File: config.mk
export PLATFORM = sky130hd
export DESIGN_NAME = branch_predict_ctrl
export DESIGN_NICKNAME = d
export VERILOG_FILES = /design/src/rtl/bp_pkg.sv /design/src/rtl/bp_counter_table.sv /design/src/rtl/branch_predict_ctrl.sv
export SDC_FILE = /design/constraint.sdc
export NUM_CORES = 1
export LEC_CHECK = 0
export ABC_CLOCK_PERIOD_IN_PS = 3260
export CAP_MARGIN = 10
export CORE_UTILIZATION = 35
export CTS_CLUSTER_SIZE = 40
export DETAILED_ROUTE_END_ITERATION = 12
export SLEW_MARGIN = 20
export SYNTH_ARGS = -nofsm -noshare
export SYNTH_HDL_FRONTEND = slang
export SYNTH_HIERARCHICAL = 1
export SYNTH_SLANG_ARGS = --single-unit
File: constraint.sdc
create_clock -name clk -period 3.26 [get_ports clk]
set_clock_uncertainty 0.1 [all_clocks]
set_input_delay 0.652 -clock clk [delete_from_list [all_inputs] [get_ports clk]]
set_output_delay 0.652 -clock clk [all_outputs]
set_load 0.01 [all_outputs]
File: src/rtl/bp_pkg.sv
// Shared types and helpers for the fetch-side branch prediction controller.
package bp_pkg;

  typedef enum logic {
    RUN     = 1'b0,
    RECOVER = 1'b1
  } state_t;

  localparam int unsigned PRED_TGT_W = 32;

  typedef struct packed {
    logic                  taken;
    logic [PRED_TGT_W-1:0] target;
  } pred_t;

  localparam logic [1:0] CNT_RESET = 2'b01;

  function automatic logic [1:0] sat_inc(input logic [1:0] c);
    return (c == 2'b11) ? c : c + 2'd1;
  endfunction

  function automatic logic [1:0] sat_dec(input logic [1:0] c);
    return (c == 2'b00) ? c : c - 2'd1;
  endfunction

endpackage

File: src/rtl/bp_counter_table.sv
// Table of 2-bit saturating direction counters: async fetch read, sync EX update.
module bp_counter_table
  import bp_pkg::*;
#(
  parameter int unsigned IDX_W = 3
) (
  input  logic             clk,
  input  logic             rst_n,
  input  logic [IDX_W-1:0] rd_idx_i,
  output logic [1:0]       rd_cnt_o,
  input  logic             upd_en_i,
  input  logic [IDX_W-1:0] upd_idx_i,
  input  logic             upd_taken_i
);

  localparam int unsigned DEPTH = 1 << IDX_W;

  logic [1:0] cnt_q [DEPTH];

  always_ff @(posedge clk or negedge rst_n) begin
    if (!rst_n) begin
      for (int unsigned i = 0; i < DEPTH; i++) begin
        cnt_q[i] <= CNT_RESET;
      end
    end else if (upd_en_i) begin
      cnt_q[upd_idx_i] <= upd_taken_i ? sat_inc(cnt_q[upd_idx_i])
                                      : sat_dec(cnt_q[upd_idx_i]);
    end
  end

  // No bypass: a same-cycle update of the read entry is seen next cycle.
  assign rd_cnt_o = cnt_q[rd_idx_i];

endmodule

File: src/rtl/branch_predict_ctrl.sv
// Fetch PC selection from BTB + direction counters, EX-stage resolve and
// single-cycle mispredict recovery (flush, redirect, BTB write).
module branch_predict_ctrl
  import bp_pkg::*;
#(
  parameter int unsigned DATA_W = 32,
  parameter int unsigned IDX_W  = 3,
  parameter int unsigned MISS_W = 16
) (
  input  logic              clk,
  input  logic              rst_n,
  input  logic              stall,
  input  logic [DATA_W-1:0] pc_if,
  input  logic              btb_hit,
  input  logic [DATA_W-1:0] btb_target,
  input  logic              ex_valid,
  input  logic              ex_is_branch,
  input  logic              ex_taken,
  input  logic [DATA_W-1:0] ex_pc,
  input  logic [DATA_W-1:0] ex_target,
  output logic              pred_taken,
  output logic [DATA_W-1:0] next_pc,
  output logic              flush,
  output logic              btb_wr_en,
  output logic [DATA_W-1:0] btb_wr_pc,
  output logic [DATA_W-1:0] btb_wr_target,
  output logic [MISS_W-1:0] mispred_cnt
);

  // Same layout as pred_t, but with the target following DATA_W.
  typedef struct packed {
    logic              taken;
    logic [DATA_W-1:0] target;
  } stage_t;

  state_t              state_q;
  stage_t              p_id_q, p_ex_q;
  logic                lat_taken_q;
  logic [DATA_W-1:0]   lat_pc_q, lat_tgt_q;
  logic [MISS_W-1:0]   miss_q;
  logic [1:0]          fetch_cnt;
  logic                in_recover;
  logic                resolve;
  logic                mispredict;

  bp_counter_table #(
    .IDX_W (IDX_W)
  ) u_cnt (
    .clk         (clk),
    .rst_n       (rst_n),
    .rd_idx_i    (pc_if[IDX_W+1:2]),
    .rd_cnt_o    (fetch_cnt),
    .upd_en_i    (resolve),
    .upd_idx_i   (ex_pc[IDX_W+1:2]),
    .upd_taken_i (ex_taken)
  );

  assign in_recover = (state_q == RECOVER);
  assign pred_taken = btb_hit & fetch_cnt[1];

  // EX inputs are wrong-path while recovering, so resolve only in RUN.
  assign resolve    = !in_recover & ex_valid & ex_is_branch;
  assign mispredict = resolve &
                      ((ex_taken != p_ex_q.taken) |
                       (ex_taken & (ex_target != p_ex_q.target)));

  always_comb begin
    next_pc = pc_if + DATA_W'(4);
    if (in_recover) begin
      next_pc = lat_taken_q ? lat_tgt_q : lat_pc_q + DATA_W'(4);
    end else if (pred_taken) begin
      next_pc = btb_target;
    end
  end

  assign flush         = in_recover;
  assign btb_wr_en     = in_recover & lat_taken_q;
  assign btb_wr_pc     = lat_pc_q;
  assign btb_wr_target = lat_tgt_q;
  assign mispred_cnt   = miss_q;

  always_ff @(posedge clk or negedge rst_n) begin
    if (!rst_n) begin
      p_id_q <= '0;
      p_ex_q <= '0;
    end else if (flush) begin
      p_id_q <= '0;
      p_ex_q <= '0;
    end else if (!stall) begin
      p_id_q.taken  <= pred_taken;
      p_id_q.target <= btb_target;
      p_ex_q        <= p_id_q;
    end
  end

  always_ff @(posedge clk or negedge rst_n) begin
    if (!rst_n) begin
      state_q     <= RUN;
      lat_taken_q <= 1'b0;
      lat_pc_q    <= '0;
      lat_tgt_q   <= '0;
      miss_q      <= '0;
    end else begin
      case (state_q)
        RUN: begin
          if (mispredict) begin
            state_q     <= RECOVER;
            lat_taken_q <= ex_taken;
            lat_pc_q    <= ex_pc;
            lat_tgt_q   <= ex_target;
            if (miss_q != '1) begin
              miss_q <= miss_q + MISS_W'(1);
            end
          end
        end
        RECOVER: state_q <= RUN;
        default: state_q <= RUN;
      endcase
    end
  end

endmodule

==> impl_metrics.toml <==
[drt]
wl_um = 32890
wl_per_cell_um = 20.12
drcViolationCount = 21
ant_nets = 0
via_per_inst = 5.114
drt_iter0_drc = 573
first_pass_iters = 9
vias = 8361

[timing]
finalCritPeriodShare_pct = 105.1
hold_viol_final = 0
rsz0062_at_grt = "true"
min_period_ns = 3.426
setup_ws_ns = -0.1658
totalNegativeSetupSlack_ns = -2.601
timing.hold.ws_ns = 0.08139
fmax_mhz = 291.9
finalSetupViolCount = 26
drv_slew = 0
relSlewSlack_pct = 41.30
worst_pin_slew_ns = 0.8691

[global_route]
gr-usage-all-layers_pct = 24.31
grt_pass1_vias = 8433
grt_use_met2_pct = 38.93
antenna_found_initial = 3
grt_busiest_layer = "met2"
grtUsageMet3_pct = 4.337
grt_max_degree = 61
grt_pass1_wl_um = 50740
grt-ovfl-total = 0
grtUsageMet1_pct = 33.43

[placement]
pre_cts_ws_ns = -1.062
placed_cells = 1568
gp_congestion = 0.8878
numPortBuffers = 249
hpwlAfterDp_um = 24660

[die]
core_sq_um = 26210
start_util_pct = 35.85
die_area_sq_um = 27500
pin_count = 250
row_count = 59
die_w_um = 165.8
die_y_um = 165.8

[power]
vdd_drop_max_uv = 251.5
p_leak_uw = 0.006330
total_power_uw = 7250
power.density_nw_per_um2 = 507.7

[yosys]
syn_nets = 1046
synth.avg_cell_area_sq_um = 10.35
syn_area_sq_um = 9395
synthCells = 908
yosys_warnings = 6

[worst_hold_path]
hp-class = "in -> async"

[setup_path]
end_kind = "output pin"
worstRegToRegCells = 9
r2r_end = "btb_wr_pc[27]"
max_stage_delay_ns = 0.50
cpMaxStageDelayCell = "mux4_2"
crit_fanout = 6
cp_num_buf_inv = 6
start_kind = "input pin"
path_class = "in -> out"
crit_start = "pc_if[2]"
r2r_slack_ns = 0.59
crit_family = "buffers and inverters"
crit_chain = "buf_4 -> mux4_2 -> mux2_4 -> nand2_4 -> clkinvlp_4 -> buf_8 -> buf_4 -> buf_12 -> nor2_4 -> o32ai_1 -> buf_2"
r2r_start = "p_ex_q[8]"
worst-path-stages = 11
path_common_cell = "buf_4"
cp.required_ns = 2.51
cp_data_arrival_time_ns = 2.67

[clock_tree]
cts.reportedPaths.clkPinSlew_ns = 0.07
clock-sinks = 164
cts_root_buf = "clkbuf_16"
cts_buffers = 17
clockBufferDepth = 2
htreeDepth = 4
insertion_delay_ns = 0.44
cts_tree = "yes"

[final_layout]
final_nets = 1422
areaGrowthSynthToFinish_pct = 51.99
finalNonFillerCells = 1635
drive_above_1_share_pct = 32.31

[status]
outcome = "finished, violations left"
violations = "design-rule violations, negative setup slack"

[flow_run]
cap_violations = 0
## placed cells by master (no fill, tap or decap), drive strengths merged, types with 3 or more instances in the layout
master,instances
buf,203
clkdlybuf4s50,193
dfrtp,156
nor2,138
mux2i,75
mux2,70
nand2,66
xnor2,53
o21ai,52
xor2,46
nand4,29
nand3,28
clkbuf,23
nor3,19
a21oi,15
o32ai,14
inv,14
nor4,14
and3,8
dfstp,8
o211ai,6
and4,6
clkinv,6
a211oi,6
clkinvlp,5
clkdlybuf4s15,4
nor2b,4
diode,3
nand2b,3
nor4b,3
or4,3
ha,3
## registers in the layout (all words and copies together), names as in the netlist
register / cells
p_ex_q: 33
p_id_q: 33
btb_wr_pc: 32
btb_wr_target: 32
mispred_cnt: 16
u_cnt/cnt_q: 16
flush: 1
lat_taken_q: 1
## where the power goes
group / internal, uW / leakage, uW / total (uW) / switching, uW
registers: 2410 / 0.00200 / 2720 / 312
logic: 1390 / 0.00405 / 2520 / 1130
clock network: 1020 / 0.000275 / 2000 / 980
## routing by layer
layer	vias to the layer above	share of wire (%)
met5	-	0
met4	0	2.2
met3	38	4.8
met2	241	47
met1	4121	47
li1	3961	-
## worst max path at each step
stage,end,slack [ns]
3_5_place_dp,next_pc[21],-1.06
4_1_cts,next_pc[30],-0.16
2_1_floorplan,next_pc[17],0.01
6_report,next_pc[26],-0.17
5_1_grt,next_pc[17],-0.25
3_3_place_gp,next_pc[31],-1.04
## through the flow
stage | util (%) | instance area (sq um)
6_report | 54.49 | 14280
5_1_grt | 54.49 | 14280
4_1_cts | 53.94 | 14140
3_5_place_dp | 49.87 | 13070
3_3_place_gp | 49.87 | 13070
2_1_floorplan | - | 9397
## cell type report
cell class	count	area (sq um)
diodes	3	7.507
clock buffers	17	425.4
clock inverters	15	166.4
fillers	2359	11930
inverters	10	41.29
multi-input cells	683	5459
flip-flops and latches	164	4118
well taps	335	419.2
repair buffers	408	3643
## repair_timing
| action | in CTS | in global routing |
|---|---|---|
| endpoints found under the setup margin | 33 | 32 |
| gates cloned | 1 | 0 |
| resized for setup | 304 | 41 |
| pin swaps | 40 | 17 |
| setup buffers | 28 | 9 |
| hold buffers | 0 | 0 |
(Power assumes the default switching activity.)
